--- src/rtl/rc_dpdm_nrzi_sipo_if.sv ---
// Receive-side signal bundle for the USB D+/D- front end.
// The bench or upstream logic uses master; rc_dpdm_nrzi_sipo uses slave.
interface rc_dpdm_nrzi_sipo_if #(
    parameter int unsigned WIDTH = 8
);
    logic [1:0]       bus_in;
    logic             enable;
    logic             abort;
    logic             receive_data;
    logic             receive_hshake;
    logic             sipo_en;
    logic             shift_left;
    logic             s_out;
    logic             got_sync;
    logic             start_rc_nrzi;
    logic             end_rc_nrzi;
    logic             EOP_error;
    logic             nrzi_out;
    logic             start_unstuffer;
    logic             end_unstuffer;
    logic [WIDTH-1:0] Q;

    modport master (
        output bus_in, enable, abort, receive_data, receive_hshake, sipo_en, shift_left,
        input  s_out, got_sync, start_rc_nrzi, end_rc_nrzi, EOP_error, nrzi_out,
               start_unstuffer, end_unstuffer, Q
    );

    modport slave (
        input  bus_in, enable, abort, receive_data, receive_hshake, sipo_en, shift_left,
        output s_out, got_sync, start_rc_nrzi, end_rc_nrzi, EOP_error, nrzi_out,
               start_unstuffer, end_unstuffer, Q
    );
endinterface

--- src/rtl/rc_dpdm_nrzi_sipo.sv ---
// USB LS/FS receive front end: SYNC hunt, J/K level recovery, EOP checking,
// NRZI decode and serial-to-parallel shift register.
module rc_dpdm_nrzi_sipo #(
    parameter int unsigned WIDTH = 8
) (
    input logic                clk,
    input logic                rst_n,
    rc_dpdm_nrzi_sipo_if.slave rx
);
    typedef enum logic [2:0] {IDLE, HUNT, RECEIVE, EOP1, EOP2} state_t;

    localparam logic [1:0]  SYM_J    = 2'b10;
    localparam logic [1:0]  SYM_K    = 2'b01;
    localparam logic [1:0]  SYM_SE0  = 2'b00;
    localparam logic [15:0] SYNC_PAT = {SYM_K, SYM_J, SYM_K, SYM_J, SYM_K, SYM_J, SYM_K, SYM_K};

    state_t           state;
    logic [13:0]      hist;
    logic [15:0]      window;
    logic             line_lvl;
    logic             got_sync;
    logic             start_rc;
    logic             end_rc;
    logic             eop_err;
    logic             dec_active;
    logic             dec_prev;
    logic             nrzi_bit;
    logic [1:0]       start_dly;
    logic [1:0]       end_dly;
    logic [1:0]       sipo_dly;
    logic [WIDTH-1:0] shreg;

    // Seven stored symbols plus the one being sampled form the 8-symbol window.
    assign window = {hist, rx.bus_in};

    always_ff @(posedge clk) begin
        if (rst_n) begin
            state    <= IDLE;
            hist     <= '0;
            line_lvl <= 1'b0;
            got_sync <= 1'b0;
            start_rc <= 1'b0;
            end_rc   <= 1'b0;
            eop_err  <= 1'b0;
        end else if (rx.abort || rx.enable) begin
            state    <= IDLE;
            hist     <= '0;
            line_lvl <= 1'b0;
            got_sync <= 1'b0;
            start_rc <= 1'b0;
            end_rc   <= 1'b0;
            eop_err  <= 1'b0;
        end else begin
            hist     <= window[13:0];
            start_rc <= 1'b0;
            end_rc   <= 1'b0;
            eop_err  <= 1'b0;
            case (state)
                IDLE: begin
                    if (rx.receive_data || rx.receive_hshake) state <= HUNT;
                end
                HUNT: begin
                    if (window == SYNC_PAT) begin
                        state    <= RECEIVE;
                        got_sync <= 1'b1;
                        start_rc <= 1'b1;
                        line_lvl <= 1'b0;
                    end
                end
                RECEIVE: begin
                    case (rx.bus_in)
                        SYM_J:   line_lvl <= 1'b1;
                        SYM_K:   line_lvl <= 1'b0;
                        SYM_SE0: begin
                            state  <= EOP1;
                            end_rc <= 1'b1;
                        end
                        default: begin
                            state    <= IDLE;
                            got_sync <= 1'b0;
                            eop_err  <= 1'b1;
                        end
                    endcase
                end
                EOP1: begin
                    if (rx.bus_in == SYM_SE0) begin
                        state <= EOP2;
                    end else begin
                        state    <= IDLE;
                        got_sync <= 1'b0;
                        eop_err  <= 1'b1;
                    end
                end
                EOP2: begin
                    state    <= IDLE;
                    got_sync <= 1'b0;
                    eop_err  <= (rx.bus_in != SYM_J);
                end
                default: begin
                    state    <= IDLE;
                    got_sync <= 1'b0;
                end
            endcase
        end
    end

    // Decoder also stops on a framing error so it never runs on after an SE1 abort of the packet.
    always_ff @(posedge clk) begin
        if (rst_n) begin
            dec_active <= 1'b0;
            dec_prev   <= 1'b0;
            nrzi_bit   <= 1'b0;
            start_dly  <= '0;
            end_dly    <= '0;
            sipo_dly   <= '0;
            shreg      <= '0;
        end else if (rx.abort || rx.enable) begin
            dec_active <= 1'b0;
            dec_prev   <= 1'b0;
            nrzi_bit   <= 1'b0;
            start_dly  <= '0;
            end_dly    <= '0;
            sipo_dly   <= '0;
        end else begin
            start_dly <= {start_dly[0], start_rc};
            end_dly   <= {end_dly[0], end_rc};
            sipo_dly  <= {sipo_dly[0], rx.sipo_en};
            if (start_rc) begin
                dec_active <= 1'b1;
                dec_prev   <= 1'b0;
                nrzi_bit   <= 1'b0;
            end else if (end_rc || eop_err) begin
                dec_active <= 1'b0;
                nrzi_bit   <= 1'b0;
            end else if (dec_active) begin
                nrzi_bit <= (line_lvl == dec_prev);
                dec_prev <= line_lvl;
            end else begin
                nrzi_bit <= 1'b0;
            end
            if (sipo_dly[1]) begin
                shreg <= rx.shift_left ? {shreg[WIDTH-2:0], nrzi_bit}
                                       : {nrzi_bit, shreg[WIDTH-1:1]};
            end
        end
    end

    assign rx.s_out           = line_lvl;
    assign rx.got_sync        = got_sync;
    assign rx.start_rc_nrzi   = start_rc;
    assign rx.end_rc_nrzi     = end_rc;
    assign rx.EOP_error       = eop_err;
    assign rx.nrzi_out        = nrzi_bit;
    assign rx.start_unstuffer = start_dly[1];
    assign rx.end_unstuffer   = end_dly[1];
    assign rx.Q               = shreg;
endmodule

--- src/flat_wrapper.sv ---
// flat-port wrapper written by rule: the top's interface ports become plain ports
module rc_dpdm_nrzi_sipo_flat 
#(
    parameter int unsigned WIDTH = 8
)
  (clk, rst_n, rx_bus_in, rx_enable, rx_abort, rx_receive_data, rx_receive_hshake, rx_sipo_en, rx_shift_left, rx_s_out, rx_got_sync, rx_start_rc_nrzi, rx_end_rc_nrzi, rx_EOP_error, rx_nrzi_out, rx_start_unstuffer, rx_end_unstuffer, rx_Q);
  rc_dpdm_nrzi_sipo_if #(.WIDTH(WIDTH)) rx_i ();
  input logic clk;
  input logic rst_n;
  input wire logic [$bits(rx_i.bus_in)-1:0] rx_bus_in;
  input wire logic [$bits(rx_i.enable)-1:0] rx_enable;
  input wire logic [$bits(rx_i.abort)-1:0] rx_abort;
  input wire logic [$bits(rx_i.receive_data)-1:0] rx_receive_data;
  input wire logic [$bits(rx_i.receive_hshake)-1:0] rx_receive_hshake;
  input wire logic [$bits(rx_i.sipo_en)-1:0] rx_sipo_en;
  input wire logic [$bits(rx_i.shift_left)-1:0] rx_shift_left;
  output wire logic [$bits(rx_i.s_out)-1:0] rx_s_out;
  output wire logic [$bits(rx_i.got_sync)-1:0] rx_got_sync;
  output wire logic [$bits(rx_i.start_rc_nrzi)-1:0] rx_start_rc_nrzi;
  output wire logic [$bits(rx_i.end_rc_nrzi)-1:0] rx_end_rc_nrzi;
  output wire logic [$bits(rx_i.EOP_error)-1:0] rx_EOP_error;
  output wire logic [$bits(rx_i.nrzi_out)-1:0] rx_nrzi_out;
  output wire logic [$bits(rx_i.start_unstuffer)-1:0] rx_start_unstuffer;
  output wire logic [$bits(rx_i.end_unstuffer)-1:0] rx_end_unstuffer;
  output wire logic [$bits(rx_i.Q)-1:0] rx_Q;
  assign rx_i.bus_in = rx_bus_in;
  assign rx_i.enable = rx_enable;
  assign rx_i.abort = rx_abort;
  assign rx_i.receive_data = rx_receive_data;
  assign rx_i.receive_hshake = rx_receive_hshake;
  assign rx_i.sipo_en = rx_sipo_en;
  assign rx_i.shift_left = rx_shift_left;
  assign rx_s_out = rx_i.s_out;
  assign rx_got_sync = rx_i.got_sync;
  assign rx_start_rc_nrzi = rx_i.start_rc_nrzi;
  assign rx_end_rc_nrzi = rx_i.end_rc_nrzi;
  assign rx_EOP_error = rx_i.EOP_error;
  assign rx_nrzi_out = rx_i.nrzi_out;
  assign rx_start_unstuffer = rx_i.start_unstuffer;
  assign rx_end_unstuffer = rx_i.end_unstuffer;
  assign rx_Q = rx_i.Q;
  rc_dpdm_nrzi_sipo #(.WIDTH(WIDTH)) u_core (.clk(clk), .rst_n(rst_n), .rx(rx_i));
endmodule
--- config.mk ---
export PLATFORM = sky130hd
export DESIGN_NAME = rc_dpdm_nrzi_sipo_flat
export DESIGN_NICKNAME = d
export VERILOG_FILES = /design/src/rtl/rc_dpdm_nrzi_sipo_if.sv /design/src/rtl/rc_dpdm_nrzi_sipo.sv /design/src/flat_wrapper.sv
export SDC_FILE = /design/constraint.sdc
export NUM_CORES = 1
export LEC_CHECK = 0
export BUFFER_PORTS_ARGS = -buffer_cell sky130_fd_sc_hd__buf_2
export CORE_MARGIN = 4
export CORE_UTILIZATION = 51
export CTS_BUF_LIST = sky130_fd_sc_hd__clkbuf_4 sky130_fd_sc_hd__clkbuf_8
export DETAILED_ROUTE_END_ITERATION = 8
export PLACE_DENSITY = 0.77
export SYNTH_ARGS = -nofsm -noshare
export SYNTH_HDL_FRONTEND = slang
export SYNTH_SLANG_ARGS = --single-unit
--- constraint.sdc ---
create_clock -name clk -period 1.39 [get_ports clk]
set_input_delay 0.139 -clock clk [delete_from_list [all_inputs] [get_ports clk]]
set_output_delay 0.139 -clock clk [all_outputs]
set_load 0.01 [all_outputs]
* Word-level counts from Yosys, hierarchy flattened
Cells that the tools add are included.
** Word-level totals
- Register bits :: 39
- Output and inout bits :: 16
- Logic and storage cells :: 74
- Input port bits :: 10
** Operators by class
- Reductions and logical operators :: 19
- Bitwise operators :: 6
- Equality and inequality tests :: 15
- Multiplexer cells :: 20
** Operators with widths (number)
- $eq 16x15->1 const B :: 1
- $pmux 3 s4 :: 1
- $reduce_or 3->1 :: 4
- $mux 1 :: 10
- $mux 3 :: 3
- $mux 8 :: 1
- $ne 2x2->1 const B :: 4
- $eq 3x2->1 const B :: 2
- $not 1->1 :: 6
- $pmux 3 s2 :: 1
- $reduce_and 3->1 :: 2
- $reduce_or 5->1 :: 1
- $ne 2x1->1 const B :: 2
- $pmux 1 s2 :: 2
- $pmux 1 s4 :: 1
- $reduce_and 2->1 :: 2
- $reduce_and 4->1 :: 1
- $reduce_bool 2->1 :: 2
- $reduce_or 2->1 :: 2
- $eq 3x1->1 const B :: 1
- $eq 3x3->1 const B :: 1
- $logic_not 3->1 :: 1
- $logic_or 1x1->1 :: 3
- $ne 3x1->1 const B :: 1
- 5 further kinds :: 5

* Logic depth before layout (Yosys ltp)
Gate-level depths: netlist (run 1).
- Depth after elaboration :: 4
- Gate-level depth with buffers :: 6
- Gate-level depth less buffers :: 6

* Least setup slack after synthesis (run 1)
Ideal clock, no wire load.
- Path type :: register to register
- Start :: reg u_core.hist[5]
- End :: reg u_core.line_lvl (netlist: u_core.rx.s_out)
- Data required time :: 1.275 ns
- Cell stages (with the launch flop) :: 5
- Buffers on the path :: 0
- Slack :: 0.090 ns
- Arrival :: 1.186 ns
- Cells stage by stage :: dfxtp_1 > and4bb_2 > nand4_1 > or3b_4 > o21a_1
** Between the ends
- Word-level cells in the longest chain between the ends :: 3
** RTL lines
- start, declared :: RTL line rc_dpdm_nrzi_sipo.sv:18 : logic [13:0] hist;
- start signal, assigned :: RTL line rc_dpdm_nrzi_sipo.sv:54 : hist <= window[13:0];
- $eq 16x15->1 :: RTL line rc_dpdm_nrzi_sipo.sv:63 : if (window == SYNC_PAT) begin
- $ne 2x1->1 (no source line)
- $reduce_and 3->1 (no source line)
- end signal, assigned :: RTL line rc_dpdm_nrzi_sipo.sv:67 : line_lvl <= 1'b0;
- end signal, assigned :: RTL line rc_dpdm_nrzi_sipo.sv:72 : SYM_J: line_lvl <= 1'b1;
- end signal, assigned :: RTL line rc_dpdm_nrzi_sipo.sv:73 : SYM_K: line_lvl <= 1'b0;
- end, declared :: RTL line rc_dpdm_nrzi_sipo.sv:20 : logic line_lvl;
No other way between the ends.
A chain may end at the register's enable or synchronous reset.

* Worst setup path after layout (run 1)
- Start :: reg u_core.hist[9]
- End :: reg u_core.line_lvl (netlist: u_core.rx.s_out)
Same word-level chain as after synthesis.

==> key figures, run 1 <==
Worst setup path
  – Buffers plus inverters on the worst setup path: 0
  – Setup CP Type: flip-flop to flip-flop
  – Highest net fanout along the worst path: 4
  – WP data arrival: about 1.6 ns
  – Nature of the critical path startpoint: flip-flop
  – Worst r2r src: u_core.hist[9]
  – Worst Setup SP: u_core.hist[9]
  – Top Family by Delay on Critical Path: simple AND/OR/NAND/NOR gates
  – Critical path required time: approximately 1.6 ns
  – Crit-path cells: and4bb_1, nand4_1, or3b_4, o21a_1
  – Crit end category: flip-flop
  – CP peak stage delay: 0.42 ns
  – Crit-path slowest cell: or3b_4

Routing
  – Avg WL per Cell: 12.8 microns
  – Top routing layer used: met4
  – 1st-iter DRT viols: 26
  – Routed vias: around 1.1k
  – ANT nets after route: 0
  – First-pass DRT Iterations: 4
  – Met2 WL: 1.35 mm
  – Drt drc: 0
  – Met3 wire length: roughly 110 microns
  – Vias/cell: 5.24
  – Final WL: 2.63 mm
  – Met1 WL: 1.12 mm

Clocking
  – Inserted Clock Buffers: 5
  – Clock Path Buffers: 2
  – Root Buffer: clkbuf_4
  – H-tree depth: 2
  – Skew-Pair Late Insertion Delay: 0.34 ns
  – CTS Sinks: 39
  – Clock tree from TritonCTS: done
  – Worst-path clk slew: 0.11 ns

STA
  – Unrepaired setup endpoints after global routing: true
  – Final period utilization: 1.00
  – Final Hold Viols: 0
  – Fin. max-slew vios: 0
  – Clk_skew: 0.00825 ns
  – Final setup vio count: 1
  – Slew margin rel.: 0.740
  – WHS: between 0.1 and 0.15 ns
  – Post-layout minimum cycle time: 1.39 ns
  – Achievable frequency: between 700 and 800 MHz
  – Final WS setup: -0.00372 ns
  – Worst-margin pin slew: 0.389 ns
  – Setup TNS Final: -0.00372 ns

Outcome
  – Status: finished with violations
  – Violations in the final reports: negative setup slack

Floorplanning
  – DIE AREA: around 3800 sq um
  – Core Rows: 19
  – Initial Utilization: 0.531
  – Die height: a little over 60 microns
  – Die Width: ~61 microns
  – Total core area: 2730 sq um
  – I/O pin total: 26

Placed design
  – Cell Area, Placed: around 1600 sq um
  – Post-DP HPWL: 1.97 mm
  – GP Congestion: 0.910
  – Number of port buffers: 25
  – Placed cells: between 150 and 200

Cells and area
  – Nets: 188
  – Fraction of final layout cells with drive strength greater than 1: 0.257
  – P&R area growth vs syn: 17.1%
  – Fin cells: approximately 210
  – Design Area, Final: 1700 sq um
  – Core Util, Final: 0.622
  – N_diodes: 0

Synthesis
  – Ys flop type: dfxtp_1
  – Ys async rst share: 0
  – Synthesized area: 1450 sq um
  – Yosys warnings: 0
  – Number of synthesized flops with an enable pin: 0
  – Syn avg cell area: 10.3 sq um
  – Post-Syn Nets: ~160
  – Post-synthesis instance total: between 100 and 150
  – Post-synthesis sequential area ratio: 0.537
  – Unique masters post-synth: 32
  – #FFs+latches synth: 39

Power and ir drop
  – Peak VDD IR: about 0.86 mV
  – Leakage power: 0.000728 uW
  – PD cells: 1050 nW/um^2

GRT
  – Antenna violations before repair: 0
  – Total track usage: 0.161
  – First-pass GRT wire length: ~4.4 mm
  – Global route total overflow: 0
  – Largest net degree at the start of global routing: 19
  – Vias in the first global route: ~1,000

Hold path
  – Worst Hold Class: input pin to flip-flop
  – Hold path start: rst_n

Flow run
  – Maxcap violations: 0
synth_stat cells, types with 2 or more instances:
cell type,number,area [sq um]
o21ai_0,2,10.0
mux2i_1,9,90.1
and2_1,18,113
clkbuf_1,3,11.3
nor2_1,16,60.1
a21oi_1,4,20.0
inv_1,4,15.0
clkbuf_2,2,10.0
nand2_1,5,18.8
nor2b_1,2,12.5
nor3b_1,2,15.0
dfxtp_1,39,781
o21a_1,2,15.0
ha_1,4,50.1
a211oi_1,9,67.6
nor3_1,4,20.0
cell families (layout without fill, tap and decap cells):
logic type | Yosys count | after routing | synth area share
compound gates | 20 | 20 | 0.0930
xor+xnor | 1 | 1 | 0.00603
fa+ha+maj | 4 | 4 | 0.0345
buf+inv | 11 | 45 | 0.0379
flops | 39 | 39 | 0.537
mux | 9 | 9 | 0.0620
simple gates | 57 | 57 | 0.229
final cells by class:
type | count | area [sq um]
multi-input cells | 91 | 622
well taps | 31 | 38.8
fillers | 243 | 1030
repair buffers | 33 | 188
clock inverters | 1 | 5.00
inverters | 4 | 15.0
flip-flops and latches | 39 | 781
clock buffers | 7 | 52.6
placed cells by master, fill, tap and decap left out, drive strengths merged, types with 2 or more instances in the layout:
cell / Yosys / final
o21a: 2 / 2
nor3b: 3 / 3
nor3: 5 / 5
and2: 18 / 18
nor2b: 2 / 2
inv: 4 / 4
o21ai: 2 / 2
dfxtp: 39 / 39
clkbuf: 5 / 7
mux2i: 9 / 9
and4bb: 2 / 2
ha: 4 / 4
nand2: 5 / 5
buf: 2 / 32
a211oi: 9 / 9
a21oi: 4 / 4
nor2: 16 / 16
worst paths after layout:
path,depth (start not counted),slack (ns),end
max,4,-0.004,u_core.rx.s_out
min,2,0.10,u_core.rx.Q[4]
min reg2reg,1,0.44,u_core.start_dly[1]
max reg2reg,4,-0.004,u_core.rx.s_out
worst reg2reg max path, cell delays in order, from the launching register on:
cell      delay, ns
dfxtp_1        0.33
and4bb_1       0.26
nand4_1        0.12
or3b_4         0.42
o21a_1         0.19
registers in the layout, indices dropped and copies added (netlist names):
register / count
u_core.sipo_dly: 2
u_core.rx.end_rc_nrzi: 1
u_core.state: 3
u_core.start_dly: 2
u_core.dec_prev: 1
u_core.hist: 14
u_core.rx.s_out: 1
u_core.rx.got_sync: 1
u_core.rx.nrzi_out: 1
u_core.rx.start_rc_nrzi: 1
u_core.dec_active: 1
u_core.end_dly: 2
u_core.rx.Q: 8
u_core.rx.EOP_error: 1
layer usage:
layer,track usage,up-vias
met5,0,-
met3,0.0503,5
met1,0.183,506
met4,0.0909,0
met2,0.267,23
li1,-,546
stage by stage:
stage	setup WS [ns]	total power, uW
2_1_floorplan	0.0896	1190
4_1_cts	-0.0226	1800
3_3_place_gp	-0.0534	1220
3_5_place_dp	-0.116	1230
6_report	-0.00372	1780
5_1_grt	-0.0568	1850
where the power goes:
part | leakage [uW] | internal, uW | total [uW] | switching, uW
logic | 0.000378 | 36.5 | 77.7 | 41.1
clock network | 0.0000361 | 236 | 578 | 342
registers | 0.000314 | 1120 | 1130 | 4.05
timing repair:
action	in CTS	in global routing
endpoints found under the setup margin	1	3
gates resized for setup	0	1
pin swaps	0	0
endpoints found under the hold margin	1	0
hold buffers	1	0
setup buffers	0	0
Power figures use the tool's default switching activity.
==> run 2: changes to the inputs <==
--- a/config.mk
+++ b/config.mk
@@ -6,11 +6,13 @@
 export NUM_CORES = 1
 export LEC_CHECK = 0
 export BUFFER_PORTS_ARGS = -buffer_cell sky130_fd_sc_hd__buf_2
+export CELL_PAD_IN_SITES_DETAIL_PLACEMENT = 0
+export CELL_PAD_IN_SITES_GLOBAL_PLACEMENT = 1
 export CORE_MARGIN = 4
-export CORE_UTILIZATION = 51
+export CORE_UTILIZATION = 39
 export CTS_BUF_LIST = sky130_fd_sc_hd__clkbuf_4 sky130_fd_sc_hd__clkbuf_8
 export DETAILED_ROUTE_END_ITERATION = 8
-export PLACE_DENSITY = 0.77
+export PLACE_DENSITY_LB_ADDON = 0.1
 export SYNTH_ARGS = -nofsm -noshare
 export SYNTH_HDL_FRONTEND = slang
 export SYNTH_SLANG_ARGS = --single-unit
==> key figures, run 2 (synthesized netlist as in run 1, its figures left out) <==
Outcome
  – Status: finished with violations (unchanged)
  – Violations in the final reports: negative setup slack (unchanged)

Worst setup path
  – Worst Setup SP: u_core.hist[5] (was u_core.hist[9])
  – Worst r2r src: u_core.hist[5] (was u_core.hist[9])
  – Critical path required time: 1.58 ns (was 1.64 ns)
  – Nature of the critical path startpoint: flip-flop (unchanged)
  – Crit end category: flip-flop (unchanged)
  – Highest net fanout along the worst path: 4 (unchanged)
  – WP data arrival: 1.59 ns (was 1.64 ns)
  – Setup CP Type: flip-flop to flip-flop (unchanged)

Hold path
  – Hold path start: rx_sipo_en (was rst_n)
  – Worst Hold Class: input pin to flip-flop (unchanged)

Cells and area
  – Fraction of final layout cells with drive strength greater than 1: 0.267 (was 0.257)
  – Most frequent cells in the layout: 39 x dfxtp_1, 25 x buf_2, 18 x and2_1, 16 x nor2_1 (unchanged)
  – Filler cells: 336 (was 243)
  – Max FFs per register: 14 (unchanged)
  – P&R area growth vs syn: 20.9% (was 17.1%)
  – Fin cells: 222 (was 206)
  – Largest reg by FF count: u_core.hist (unchanged)
  – N_diodes: 0 (unchanged)
  – Commonest non-fill, non-tap cell in the layout: dfxtp_1 (unchanged)
  – Nets: 189 (was 188)

Power and ir drop
  – PD cells: 1110 nW/um^2 (was 1050 nW/um^2)
  – Peak VDD IR: 0.598 mV (was 0.855 mV)
  – Power, Total: 1950 uW (was 1780 uW)
  – Leakage power: 0.000736 uW (was 0.000728 uW)

Routing
  – Met2 WL: 1.13 mm (was 1.35 mm)
  – Final WL: 2.66 mm (was 2.63 mm)
  – Avg WL per Cell: 12.0 microns (was 12.8 microns)
  – Vias/cell: 4.76 (was 5.24)
  – 1st-iter DRT viols: 46 (was 26)
  – Drt drc: 0 (unchanged)
  – First-pass DRT Iterations: 4 (unchanged)
  – Routed vias: 1,057 (was 1,080)
  – Met1 WL: 1.34 mm (was 1.12 mm)
  – Met3 wire length: 143 microns (was 110 microns)
  – Top routing layer used: met4 (unchanged)
  – ANT nets after route: 0 (unchanged)

Clocking
  – Clock tree from TritonCTS: done (unchanged)
  – Root Buffer: clkbuf_8 (was clkbuf_4)
  – Buffer count from post-CTS setup fixing: 0 (unchanged)
  – CTS Sinks: 39 (unchanged)
  – Inserted Clock Buffers: 5 (unchanged)
  – Skew-Pair Late Insertion Delay: 0.29 ns (was 0.34 ns)
  – H-tree depth: 2 (unchanged)
  – Clock Path Buffers: 2 (unchanged)
  – Worst-path clk slew: 0.08 ns (was 0.11 ns)

GRT
  – Antenna violations before repair: 0 (unchanged)
  – Total track usage: 0.127 (was 0.161)
  – Vias in the first global route: 1,060 (was 999)
  – Global route total overflow: 0 (unchanged)
  – First-pass GRT wire length: 4.84 mm (was 4.35 mm)
  – Largest net degree at the start of global routing: 19 (unchanged)

STA
  – Worst-margin pin slew: 0.447 ns (was 0.389 ns)
  – Final WS setup: -0.0100 ns (was -0.00372 ns)
  – Unrepaired setup endpoints after global routing: true (unchanged)
  – Final Hold Viols: 0 (unchanged)
  – Slew margin rel.: 0.701 (was 0.740)
  – Clk_skew: 0.00482 ns (was 0.00825 ns)
  – Fin. max-slew vios: 0 (unchanged)
  – Post-layout minimum cycle time: 1.40 ns (was 1.39 ns)
  – Final period utilization: 1.01 (was 1.00)
  – Final setup vio count: 1 (unchanged)
  – Achievable frequency: 714 MHz (was 718 MHz)

Floorplanning
  – DIE AREA: 4770 sq um (was 3770 sq um)
  – Die height: 69.0 microns (was 61.4 microns)
  – Total core area: 3470 sq um (was 2730 sq um)
  – I/O pin total: 26 (unchanged)
  – Die Width: 69.0 microns (was 61.4 microns)
  – Core Rows: 21 (was 19)
  – Initial Utilization: 0.419 (was 0.531)

Placed design
  – Placed cells: 214 (was 197)
  – Post-DP HPWL: 2.00 mm (was 1.97 mm)
  – Number of port buffers: 25 (unchanged)
  – GP Congestion: 0.796 (was 0.910)

Flow run
  – Maxcap violations: 0 (unchanged)
## run 2: changes by cell type in the layout (fill, tap and decap cells not counted)
cell	previous run	this run
clkbuf_8	0	5
clkinvlp_4	0	2
dlygate4sd3_1	1	0
clkbuf_4	7	0
buf_4	7	9
## run 2: final cells by class
type	count	area, sq um	share of cell area
clock buffers	5	68.8	0.0392
clock inverters	3	20.0	0.0114
inverters	4	15.0	0.00855
multi-input cells	91	622	0.354
flip-flops and latches	39	781	0.444
well taps	46	57.6	0.0328
repair buffers	34	193	0.110
## run 2: worst paths after layout
kind	end	slack (ns)	cells after the start
hold reg to reg	u_core.start_dly[1]	0.43	1
hold / removal	u_core.sipo_dly[0]	0.06	2
setup reg to reg	u_core.rx.s_out	-0.01	4
setup / recovery	u_core.rx.s_out	-0.01	4
## run 2: critical path: stages, from the launching register on
cell and delay [ns]:
dfxtp_1 0.31, and4bb_2 0.28, nand4_1 0.12, or3b_4 0.41
o21a_1 0.17
## run 2: stage by stage
| stage | util | setup TNS, ns | worst slack, ns | cell area, sq um | hold slack, ns |
|---|---|---|---|---|---|
| 2_1_floorplan | - | 0 | 0.0896 | 1450 | 0.261 |
| 3_3_place_gp | 0.479 | -0.0567 | -0.0567 | 1660 | 0.347 |
| 3_5_place_dp | 0.479 | -0.182 | -0.108 | 1660 | 0.355 |
| 4_1_cts | 0.506 | -0.00397 | -0.00397 | 1760 | 0.0554 |
| 5_1_grt | 0.506 | -0.0939 | -0.0681 | 1760 | 0.0625 |
| 6_report | 0.506 | -0.0100 | -0.0100 | 1760 | 0.0602 |
## run 2: layer usage
layer,up-vias,global-route usage
met2,18,0.179
met3,5,0.0596
li1,546,-
met4,0,0.0456
met1,488,0.170
met5,-,0
## run 2: power by group
part           switching (uW)  internal, uW  total (uW)
Combinational            41.2          36.1        77.3
Sequential               3.52          1120        1120
Clock                     397           349         746
Total                     442          1510        1950
## run 2: repair_timing
action / 4_1_cts / 5_1_grt
gates resized for setup: 1 / 0
pin swaps: 1 / 1
setup endpoints to repair: 1 / 3
cloned: 0 / 0
hold buffers: 0 / 0
==> run 3: changes to the inputs <==
--- a/config.mk
+++ b/config.mk
@@ -13,6 +13,7 @@
 export CTS_BUF_LIST = sky130_fd_sc_hd__clkbuf_4 sky130_fd_sc_hd__clkbuf_8
 export DETAILED_ROUTE_END_ITERATION = 8
 export PLACE_DENSITY_LB_ADDON = 0.1
+export SETUP_SLACK_MARGIN = 0.5
 export SYNTH_ARGS = -nofsm -noshare
 export SYNTH_HDL_FRONTEND = slang
 export SYNTH_SLANG_ARGS = --single-unit
==> key figures, run 3 (synthesized netlist as in run 1, its figures left out) <==
Outcome
  – Status: finished with violations (unchanged)
  – Violations in the final reports: negative setup slack (unchanged)

Cells and area
  – P&R area growth vs syn: 49.6% (was 20.9%)
  – Nets: 203 (was 189)
  – N_diodes: 0 (unchanged)
  – Fraction of final layout cells with drive strength greater than 1: 0.521 (was 0.267)
  – Most frequent cells in the layout: 21 x dfxtp_1, 20 x buf_6, 18 x and2_1, 17 x buf_4, 12 x dfxtp_2 (was 39 x dfxtp_1, 25 x buf_2, 18 x and2_1, 16 x nor2_1)
  – Max FFs per register: 14 (unchanged)
  – Commonest non-fill, non-tap cell in the layout: dfxtp_1 (unchanged)
  – Largest reg by FF count: u_core.hist (unchanged)
  – Filler cells: 305 (was 336)

Power and ir drop
  – Leakage power: 0.000904 uW (was 0.000736 uW)
  – Logic pwr share: 0.040 (about the same)
  – Sw Share: 0.203 (was 0.227)
  – Reg power frac: 0.513 (was 0.577)
  – Sw Pwr: 439 uW (was 442 uW)
  – PD cells: 997 nW/um^2 (was 1110 nW/um^2)
  – Peak VDD IR: 0.902 mV (was 0.598 mV)
  – Clock power share: 0.446 (was 0.383)
  – Int Power: 1730 uW (was 1510 uW)

Routing
  – Avg WL per Cell: 13.4 microns (was 12.0 microns)
  – ANT nets after route: 0 (unchanged)
  – First-pass DRT Iterations: 4 (unchanged)
  – Drt drc: 0 (unchanged)
  – Final WL: 3.17 mm (was 2.66 mm)
  – Routed vias: 1,127 (was 1,057)
  – Vias/cell: 4.78 (was 4.76)
  – 1st-iter DRT viols: 85 (was 46)

Worst setup path
  – CP peak stage delay: 0.41 ns (about the same)
  – Highest net fanout along the worst path: 4 (unchanged)
  – Crit-path slowest cell: or3b_4 (unchanged)
  – WP data arrival: 1.60 ns (was 1.59 ns)
  – Worst r2r src: u_core.hist[6] (was u_core.hist[5])
  – R2r endpoint: u_core.rx.s_out (unchanged)
  – R2r setup slk: -0.03 ns (was -0.01 ns)
  – Buffers plus inverters on the worst setup path: 0 (unchanged)
  – Crit end category: flip-flop (unchanged)
  – Worst reg-to-reg path cell count: 4 (unchanged)
  – Crit-path cells: and4bb_1, nand4_1, or3b_4, o21a_1 (was and4bb_2, nand4_1, or3b_4, o21a_1)
  – Setup CP Type: flip-flop to flip-flop (unchanged)
  – Nature of the critical path startpoint: flip-flop (unchanged)
  – Top Family by Delay on Critical Path: simple AND/OR/NAND/NOR gates (unchanged)
  – Critical path required time: 1.57 ns (was 1.58 ns)

STA
  – Final period utilization: 1.02 (was 1.01)
  – Final setup vio count: 1 (unchanged)
  – Clk_skew: 0.00415 ns (was 0.00482 ns)
  – Setup TNS Final: -0.0254 ns (was -0.0100 ns)
  – Unrepaired setup endpoints after global routing: true (unchanged)
  – Final WS setup: -0.0254 ns (was -0.0100 ns)
  – WHS: 0.0575 ns (was 0.0602 ns)
  – Fin. max-slew vios: 0 (unchanged)
  – Slew margin rel.: 0.801 (was 0.701)
  – Post-layout minimum cycle time: 1.42 ns (was 1.40 ns)
  – Achievable frequency: 706 MHz (was 714 MHz)
  – Final Hold Viols: 0 (unchanged)
  – Worst-margin pin slew: 0.299 ns (was 0.447 ns)

Hold path
  – Hold path depth: 2 (unchanged)
  – Worst Hold Class: input pin to flip-flop (unchanged)
  – Hold path start: rx_sipo_en (unchanged)
  – Hold worst-path end: u_core.sipo_dly[0] (unchanged)

GRT
  – Global route total overflow: 0 (unchanged)
  – Antenna violations before repair: 0 (unchanged)
  – Total track usage: 0.135 (was 0.127)
  – Largest net degree at the start of global routing: 19 (unchanged)
  – First-pass GRT wire length: 5.18 mm (was 4.84 mm)
  – Vias in the first global route: 1,121 (was 1,060)

Floorplanning
  – DIE AREA: 4770 sq um (unchanged)
  – I/O pin total: 26 (unchanged)
  – Initial Utilization: 0.419 (unchanged)
  – Total core area: 3470 sq um (unchanged)
  – Die Width: 69.0 microns (unchanged)
  – Die height: 69.0 microns (unchanged)
  – Core Rows: 21 (unchanged)

Clocking
  – CTS Sinks: 39 (unchanged)
  – Skew-Pair Late Insertion Delay: 0.28 ns (was 0.29 ns)
  – Clock tree from TritonCTS: done (unchanged)
  – Root Buffer: clkbuf_8 (unchanged)
  – H-tree depth: 2 (unchanged)
  – Clock Path Buffers: 2 (unchanged)
  – Worst-path clk slew: 0.08 ns (about the same)
  – Inserted Clock Buffers: 5 (unchanged)

Placed design
  – Number of port buffers: 25 (unchanged)
  – Place WS: -0.0981 ns (was -0.108 ns)
  – Post-DP HPWL: 2.12 mm (was 2.00 mm)
  – GP Congestion: 0.794 (was 0.796)

Flow run
  – Maxcap violations: 0 (unchanged)
## run 3: cell count changes in the layout (fill, tap and decap cells not counted), sizes merged
cell / before / now
buf: 34 / 48
bufinv: 0 / 1
clkbuf: 5 / 6
clkinvlp: 2 / 0
## run 3: how the worst max path moves through the flow
| stage | cells after the start | slack (ns) | from | to |
|---|---|---|---|---|
| floorplan | 4 | 0.09 | u_core.hist[5] | u_core.rx.s_out |
| global placement | 7 | -0.05 | rx_bus_in[1] | u_core.rx.s_out |
| detailed placement | 7 | -0.1 | rx_bus_in[1] | u_core.rx.s_out |
| CTS | 4 | -0.04 | u_core.hist[6] | u_core.rx.s_out |
| global route | 4 | -0.09 | u_core.hist[6] | u_core.rx.s_out |
| finish | 4 | -0.03 | u_core.hist[6] | u_core.rx.s_out |
## run 3: power by group through the flow
stage	clock network (uW)	registers (uW)	logic [uW]
floorplan	0	1150	48.0
global placement	0	1150	80.5
detailed placement	0	1150	82.7
CTS	993	1110	86.1
global route	1030	1110	95.7
finish	968	1110	87.3
## run 3: layout make-up
| cell class | count | area (sq um) | share of cell area |
|---|---|---|---|
| Clock buffer | 6 | 82.6 | 0.0380 |
| Clock inverter | 2 | 35.0 | 0.0161 |
| Inverter | 4 | 15.0 | 0.00691 |
| Multi-Input combinational cell | 91 | 757 | 0.348 |
| Sequential cell | 39 | 818 | 0.377 |
| Tap cell | 46 | 57.6 | 0.0265 |
| Timing Repair Buffer | 48 | 408 | 0.188 |
## run 3: what timing repair did
item,in CTS,in global routing
endpoints found under the setup margin,31,32
cloned,1,0
buffers inserted,13,1
hold buffers,0,0
resized for setup,44,23
pin swaps,11,4
## run 3: worst reg2reg max path, cell delays in order, from the launching register on
cell	delay (ns)
dfxtp_1	0.31
and4bb_1	0.28
nand4_1	0.13
or3b_4	0.42
o21a_1	0.18
## run 3: metrics by stage
stage          cells  power, uW  cell area, sq um  utilization
2_1_floorplan    141       1200              1510            -
3_3_place_gp     213       1230              1700        0.491
3_5_place_dp     213       1230              1700        0.491
4_1_cts          235       2190              2060        0.595
5_1_grt          236       2240              2170        0.627
6_report         236       2170              2170        0.627
## run 3: metal layers
| layer | share of wire | track usage | routed length, microns | vias up |
|---|---|---|---|---|
| met1 | 0.45 | 0.159 | 1440 | 520 |
| met5 | 0 | 0 | 0 | - |
| li1 | - | - | - | 575 |
| met4 | 0.019 | 0.0629 | 61 | 0 |
| met3 | 0.049 | 0.0538 | 154 | 6 |
| met2 | 0.48 | 0.215 | 1510 | 26 |
